## src/rtl/keylock_sequencer.sv

```systemverilog
// keylock_sequencer: debounced button front end plus a sequencer that drives
// a keylock with active-low pulses, collects 5 digits, checks the result and
// enforces a lockout after repeated failures.
// Ports:
//   clock, in_reset_n                 clock, async active-low reset
//   in_acc_n, in_start_n, in_finish_n raw active-low buttons
//   in_key                            raw BCD digit switches
//   in_kl_closed, in_kl_error         keylock status
//   ou_kl_acc/start/finish, ou_kl_key active-low pulses and latched digit
//   ou_digit_count, ou_fail_count     progress counters
//   ou_busy, ou_locked_out            status levels
//   ou_bad_digit                      one-cycle pulse on a non-BCD digit
module keylock_sequencer #(
    parameter int DEBOUNCE_CYCLES = 4,
    parameter int PULSE_CYCLES    = 2,
    parameter int RESULT_WAIT     = 4,
    parameter int MAX_FAILS       = 3,
    parameter int LOCKOUT_CYCLES  = 64
) (
    input  logic       clock,
    input  logic       in_reset_n,
    input  logic       in_acc_n,
    input  logic       in_start_n,
    input  logic       in_finish_n,
    input  logic [3:0] in_key,
    input  logic       in_kl_closed,
    input  logic       in_kl_error,
    output logic       ou_kl_acc,
    output logic       ou_kl_start,
    output logic       ou_kl_finish,
    output logic [3:0] ou_kl_key,
    output logic [2:0] ou_digit_count,
    output logic [1:0] ou_fail_count,
    output logic       ou_busy,
    output logic       ou_locked_out,
    output logic       ou_bad_digit
);
    localparam int CW = $clog2(DEBOUNCE_CYCLES + 1);
    localparam int TW = $clog2(LOCKOUT_CYCLES + PULSE_CYCLES + RESULT_WAIT + 1);

    typedef enum logic [2:0] {
        IDLE, COLLECT, PULSE, WAIT_RESULT, LOCKOUT
    } state_t;

    typedef enum logic [1:0] {K_ACC, K_START, K_FIN} kind_t;

    // bit 0 = acc, bit 1 = start, bit 2 = finish
    logic [2:0]         raw;
    logic [2:0]         sync1;
    logic [2:0]         sync2;
    logic [2:0]         deb;
    logic [2:0]         deb_d;
    logic [2:0]         press;
    logic [2:0][CW-1:0] cnt;

    assign raw = {in_finish_n, in_start_n, in_acc_n};

    // The count restarts whenever the sample agrees with the debounced level,
    // so only an unbroken run of disagreeing samples flips it.
    always_ff @(posedge clock or negedge in_reset_n) begin
        if (!in_reset_n) begin
            sync1 <= '1;
            sync2 <= '1;
            deb   <= '1;
            deb_d <= '1;
            cnt   <= '0;
        end else begin
            sync1 <= raw;
            sync2 <= sync1;
            deb_d <= deb;
            for (int i = 0; i < 3; i++) begin
                if (sync2[i] == deb[i]) begin
                    cnt[i] <= '0;
                end else if (cnt[i] == CW'(DEBOUNCE_CYCLES - 1)) begin
                    deb[i] <= sync2[i];
                    cnt[i] <= '0;
                end else begin
                    cnt[i] <= cnt[i] + CW'(1);
                end
            end
        end
    end

    assign press = deb_d & ~deb;

    logic fin_ev;
    logic acc_ev;
    logic start_ev;

    assign fin_ev   = press[2];
    assign acc_ev   = press[0] & ~press[2];
    assign start_ev = press[1] & ~press[0] & ~press[2];

    state_t        state;
    state_t        state_nx;
    kind_t         kind;
    kind_t         kind_nx;
    logic [TW-1:0] tmr;
    logic [TW-1:0] tmr_nx;
    logic          res_now;
    logic          key_ok;
    logic          full;
    logic          fail_hit;
    logic [1:0]    fail_inc;

    assign key_ok   = (in_key <= 4'd9);
    assign full     = (ou_digit_count == 3'd5);
    assign fail_inc = (ou_fail_count == 2'(MAX_FAILS)) ?
                      ou_fail_count : ou_fail_count + 2'd1;
    assign fail_hit = in_kl_error && (fail_inc == 2'(MAX_FAILS));

    always_ff @(posedge clock or negedge in_reset_n) begin
        if (!in_reset_n) begin
            state <= IDLE;
            kind  <= K_ACC;
            tmr   <= '0;
        end else begin
            state <= state_nx;
            kind  <= kind_nx;
            tmr   <= tmr_nx;
        end
    end

    always_comb begin
        state_nx = state;
        kind_nx  = kind;
        tmr_nx   = tmr + TW'(1);
        res_now  = 1'b0;
        unique case (state)
            IDLE, COLLECT: begin
                tmr_nx = '0;
                if (fin_ev) begin
                    if (full) begin
                        state_nx = PULSE;
                        kind_nx  = K_FIN;
                    end
                end else if (acc_ev) begin
                    if (key_ok && !full) begin
                        state_nx = PULSE;
                        kind_nx  = K_ACC;
                    end
                end else if (start_ev && state == IDLE && !in_kl_closed) begin
                    state_nx = PULSE;
                    kind_nx  = K_START;
                end
            end
            PULSE: begin
                if (tmr == TW'(PULSE_CYCLES - 1)) begin
                    tmr_nx = '0;
                    unique case (kind)
                        K_ACC:   state_nx = COLLECT;
                        K_FIN:   state_nx = WAIT_RESULT;
                        default: state_nx = IDLE;
                    endcase
                end
            end
            WAIT_RESULT: begin
                if (tmr == TW'(RESULT_WAIT - 1)) begin
                    tmr_nx   = '0;
                    res_now  = 1'b1;
                    state_nx = fail_hit ? LOCKOUT : IDLE;
                end
            end
            LOCKOUT: begin
                if (tmr == TW'(LOCKOUT_CYCLES - 1)) begin
                    tmr_nx   = '0;
                    state_nx = IDLE;
                end
            end
            default: state_nx = IDLE;
        endcase
    end

    always_comb begin
        ou_busy       = (state == PULSE) || (state == WAIT_RESULT) ||
                        (state == LOCKOUT);
        ou_locked_out = (state == LOCKOUT);
    end

    // Pulse lines are flops loaded from the next state, so each is low
    // exactly while the FSM sits in PULSE for its kind.
    logic go_pulse;
    logic collecting;

    assign go_pulse   = (state_nx == PULSE);
    assign collecting = (state == IDLE) || (state == COLLECT);

    always_ff @(posedge clock or negedge in_reset_n) begin
        if (!in_reset_n) begin
            ou_kl_acc      <= 1'b1;
            ou_kl_start    <= 1'b1;
            ou_kl_finish   <= 1'b1;
            ou_kl_key      <= '0;
            ou_digit_count <= '0;
            ou_fail_count  <= '0;
            ou_bad_digit   <= 1'b0;
        end else begin
            ou_kl_acc    <= !(go_pulse && kind_nx == K_ACC);
            ou_kl_start  <= !(go_pulse && kind_nx == K_START);
            ou_kl_finish <= !(go_pulse && kind_nx == K_FIN);
            ou_bad_digit <= collecting && acc_ev && !key_ok;
            if (collecting && go_pulse && kind_nx == K_ACC) begin
                ou_kl_key      <= in_key;
                ou_digit_count <= ou_digit_count + 3'd1;
            end
            if (res_now) begin
                ou_digit_count <= '0;
                ou_fail_count  <= in_kl_error ? fail_inc : 2'd0;
            end
            if (state == LOCKOUT && state_nx == IDLE) begin
                ou_fail_count <= '0;
            end
        end
    end

endmodule

```

## config.mk

```make
export PLATFORM = sky130hd
export DESIGN_NAME = keylock_sequencer
export DESIGN_NICKNAME = d
export VERILOG_FILES = /design/src/rtl/keylock_sequencer.sv
export SDC_FILE = /design/constraint.sdc
export NUM_CORES = 1
export LEC_CHECK = 0
export CAP_MARGIN = 20
export CORE_UTILIZATION = 51
export DETAILED_ROUTE_END_ITERATION = 16
export PLACE_DENSITY = 0.75
export SLEW_MARGIN = 20
export SYNTH_ARGS = -nofsm -noshare
export SYNTH_HDL_FRONTEND = slang
export SYNTH_SLANG_ARGS = --single-unit
```

## constraint.sdc

```tcl
create_clock -name clock -period 4.1 [get_ports clock]
set_clock_uncertainty 0.1 [all_clocks]
set_input_delay 0.82 -clock clock [delete_from_list [all_inputs] [get_ports clock]]
set_output_delay 0.82 -clock clock [all_outputs]
set_load 0.02 [all_outputs]
```

==> impl_results.md <==
- Area growth, synth to finish: 18.7%
- Power per cell area: 659 nW/µm²
- EDFF count, synth: 0
- Initial drt markers: 54
- Routed length per instance: 13.6 µm
- Worst-Skew Late Latency: 0.30 ns
- RSZ-0062 raised after global routing: false
- Critical Path AT: 1.87 ns
- CP endpoint kind: primary output
- Hold/Removal Path Class: reg2reg
- Post-synth top flop: dfrtp_1
- Slew margin rel.: 36.9%
- # Max-Cap Violations: 0
- Synthesized Nets: 184
- Ys async rst share: 100%
- Met1 usage: 21.1%
- Status: finished, final reports clean
- CTS clock-pin slew for the worst setup and hold paths: 0.08 ns
- Startpoint Class: flop
- DRC: 0
- Largest net degree at the start of global routing: 47
- Drt via density: 5.30
- Met2 usage: 30.5%
- Worst-Margin Slew: 0.947 ns
- GR Layer Usage met3: 5.46%
- CTS buffer count: 5
- CTS max path bufs: 2
- Clock root buffer: clkbuf_8
- Pre-CTS setup slack: 1.56 ns
- Die area: 4210 µm²
- DRT antenna net count: 0
- Register area share after synthesis: 58.0%
- FP Rows: 22
- Cts repair resizes: 0
- Final period utilization: 68.0%
- 1st-pass router iterations: 4
- Synth warn: 0
- Post-detail-place hpwl: 2410 µm
- Busiest grt layer: met2
- Slew Limit Fails: 0
- Share of cells above drive strength 1: 21.8%
- CTS Sinks: 46
- Critical path class: reg2out
- Ports: 26
- N_diodes: 0
- Height of the chip: 64.9 µm
- Top post-synthesis cells by area: dfrtp_1 38%, dfstp_2 20%, mux2_2 4.5%
- First-pass GRT wire length: 5590 µm
- Maximum vdd ir drop: 0.333 mV
- CTS H-tree lvls: 2
- Port Buffers: 25
- Vias: 1,299
- Setup-failing EPs final: 0
- Netlist cell types: 42
- GP Congestion: 0.810
- Vias in the first global route: 1,270
- Setup bufs post-CTS: 0
- Commonest cells post-synth: 31 x dfrtp_1, 15 x dfstp_2, 14 x nor2_1
- Die Width: 64.9 µm
- Mapped Avg Cell Area: 12.2 µm²
- Pleak: 1.05 nW
- Final hold vios: 0
- DRT Wirelength: 3320 µm
- Synth Register Bits: 46
- Layout Nets: 214
- Post-route minimum period: 2.79 ns
- Worst Path Required: 3.18 ns
- Synth area leader: dfrtp_1
- Syn Inst Count: 166
- Top-count cell post-synth: dfrtp_1
- Grt ovf: 0
- Netlist Area Pre-Place: 2020 µm²
- TritonCTS clock tree: yes
- Starting Density: 54.3%
- Initial antenna violation count: 0
- Setup WS post-layout: 1.31 ns
- Sum Neg Setup Slack: 0 ns
- Crit path max fanout: 7
- Synth top area share: 38.4%
- Post-CTS Hold Buffers: 0
- Maximum clock rate: 359 MHz
- CORE AREA: 3720 µm²
- GR Util All Layers: 18.2%
## layout make-up
cell class | count | area (µm²)
clock inverter | 2 | 12.5
multi-input combinational | 112 | 803
timing repair buffer | 25 | 245
fill | 285 | 1320
inverter | 6 | 22.5
sequential | 46 | 1170
clock buffer | 6 | 82.6
tap | 48 | 60.1
## critical path, stage by stage (launching register included)
cell and delay [ns]:
dfrtp_1 0.45, nor2_1 0.28, nand2_1 0.15, nand2_1 0.09, clkdlybuf4s50_1 0.60
## sequential cells by signal, summed over array words and instances (netlist names), 2 cells and up
name	count
cnt	9
tmr	7
deb	3
ou_kl_key	4
kind	2
ou_fail_count	2
sync1	3
ou_digit_count	3
state	3
deb_d	3
sync2	3
## layer usage
metal  vias to the layer above  wire (µm)  share of wire [%]
met2                        27       1710                 51
li1                        630          -                  -
met5                         -          0                  0
met3                         4        137                4.1
met4                         0         57                1.7
met1                       638       1420                 43
## logic make-up (layout without fill, tap and decap cells)
family                   Yosys count  in the layout  share of synthesized area [%]
multiplexers                       9              9                           5.21
flip-flops                        46             46                           58.0
adder cells (fa/ha/maj)            7              7                           4.34
XOR/XNOR                           9              9                           3.91
AND/OR/NAND/NOR                   72             72                           20.9
AO/OA/AOI/OAI                     15             15                           5.46
buffers and inverters              8             39                           2.23
## power breakdown
part | switching (mW) | internal, mW | leakage [nW]
Clock | 0.148 | 0.135 | 0.0472
Combinational | 0.291 | 0.289 | 0.453
Sequential | 0.0968 | 0.618 | 0.554
## stage by stage
step	util, %	hold WS, ns	instances	instance area (µm²)	total power [mW]
detailed placement	61.9	0.250	237	2300	1.31
floorplan	-	0.245	166	2020	1.10
CTS	64.5	0.261	245	2400	1.60
finish	64.5	0.259	245	2400	1.58
global placement	61.9	0.245	237	2300	1.28
global route	64.5	0.265	245	2400	1.69
## layout by cell type, fill, tap and decap left out, drive strengths merged, types with 6 or more instances in the layout
master,instances
inv,6
dfstp,15
nand2,10
clkbuf,6
dfrtp,31
nor2b,9
nand3,7
nor2,15
ha,7
mux2,9
xnor2,8
clkdlybuf4s50,24
## final timing paths
check / endpoint / slack, ns / startpoint / cells after the start
hold reg to reg: sync2[1] / 0.26 / sync1[1] / 0
setup reg to reg: tmr[2] / 2.23 / tmr[0] / 6
hold / removal: sync2[1] / 0.26 / sync1[1] / 0
min in group asynchronous: ou_fail_count[0] / 0.57 / in_reset_n / 1
max in group asynchronous: cnt[5] / 2.74 / in_reset_n / 1
setup / recovery: ou_busy / 1.31 / state[0] / 4
No activity file was read; power rests on OpenSTA's default activity.
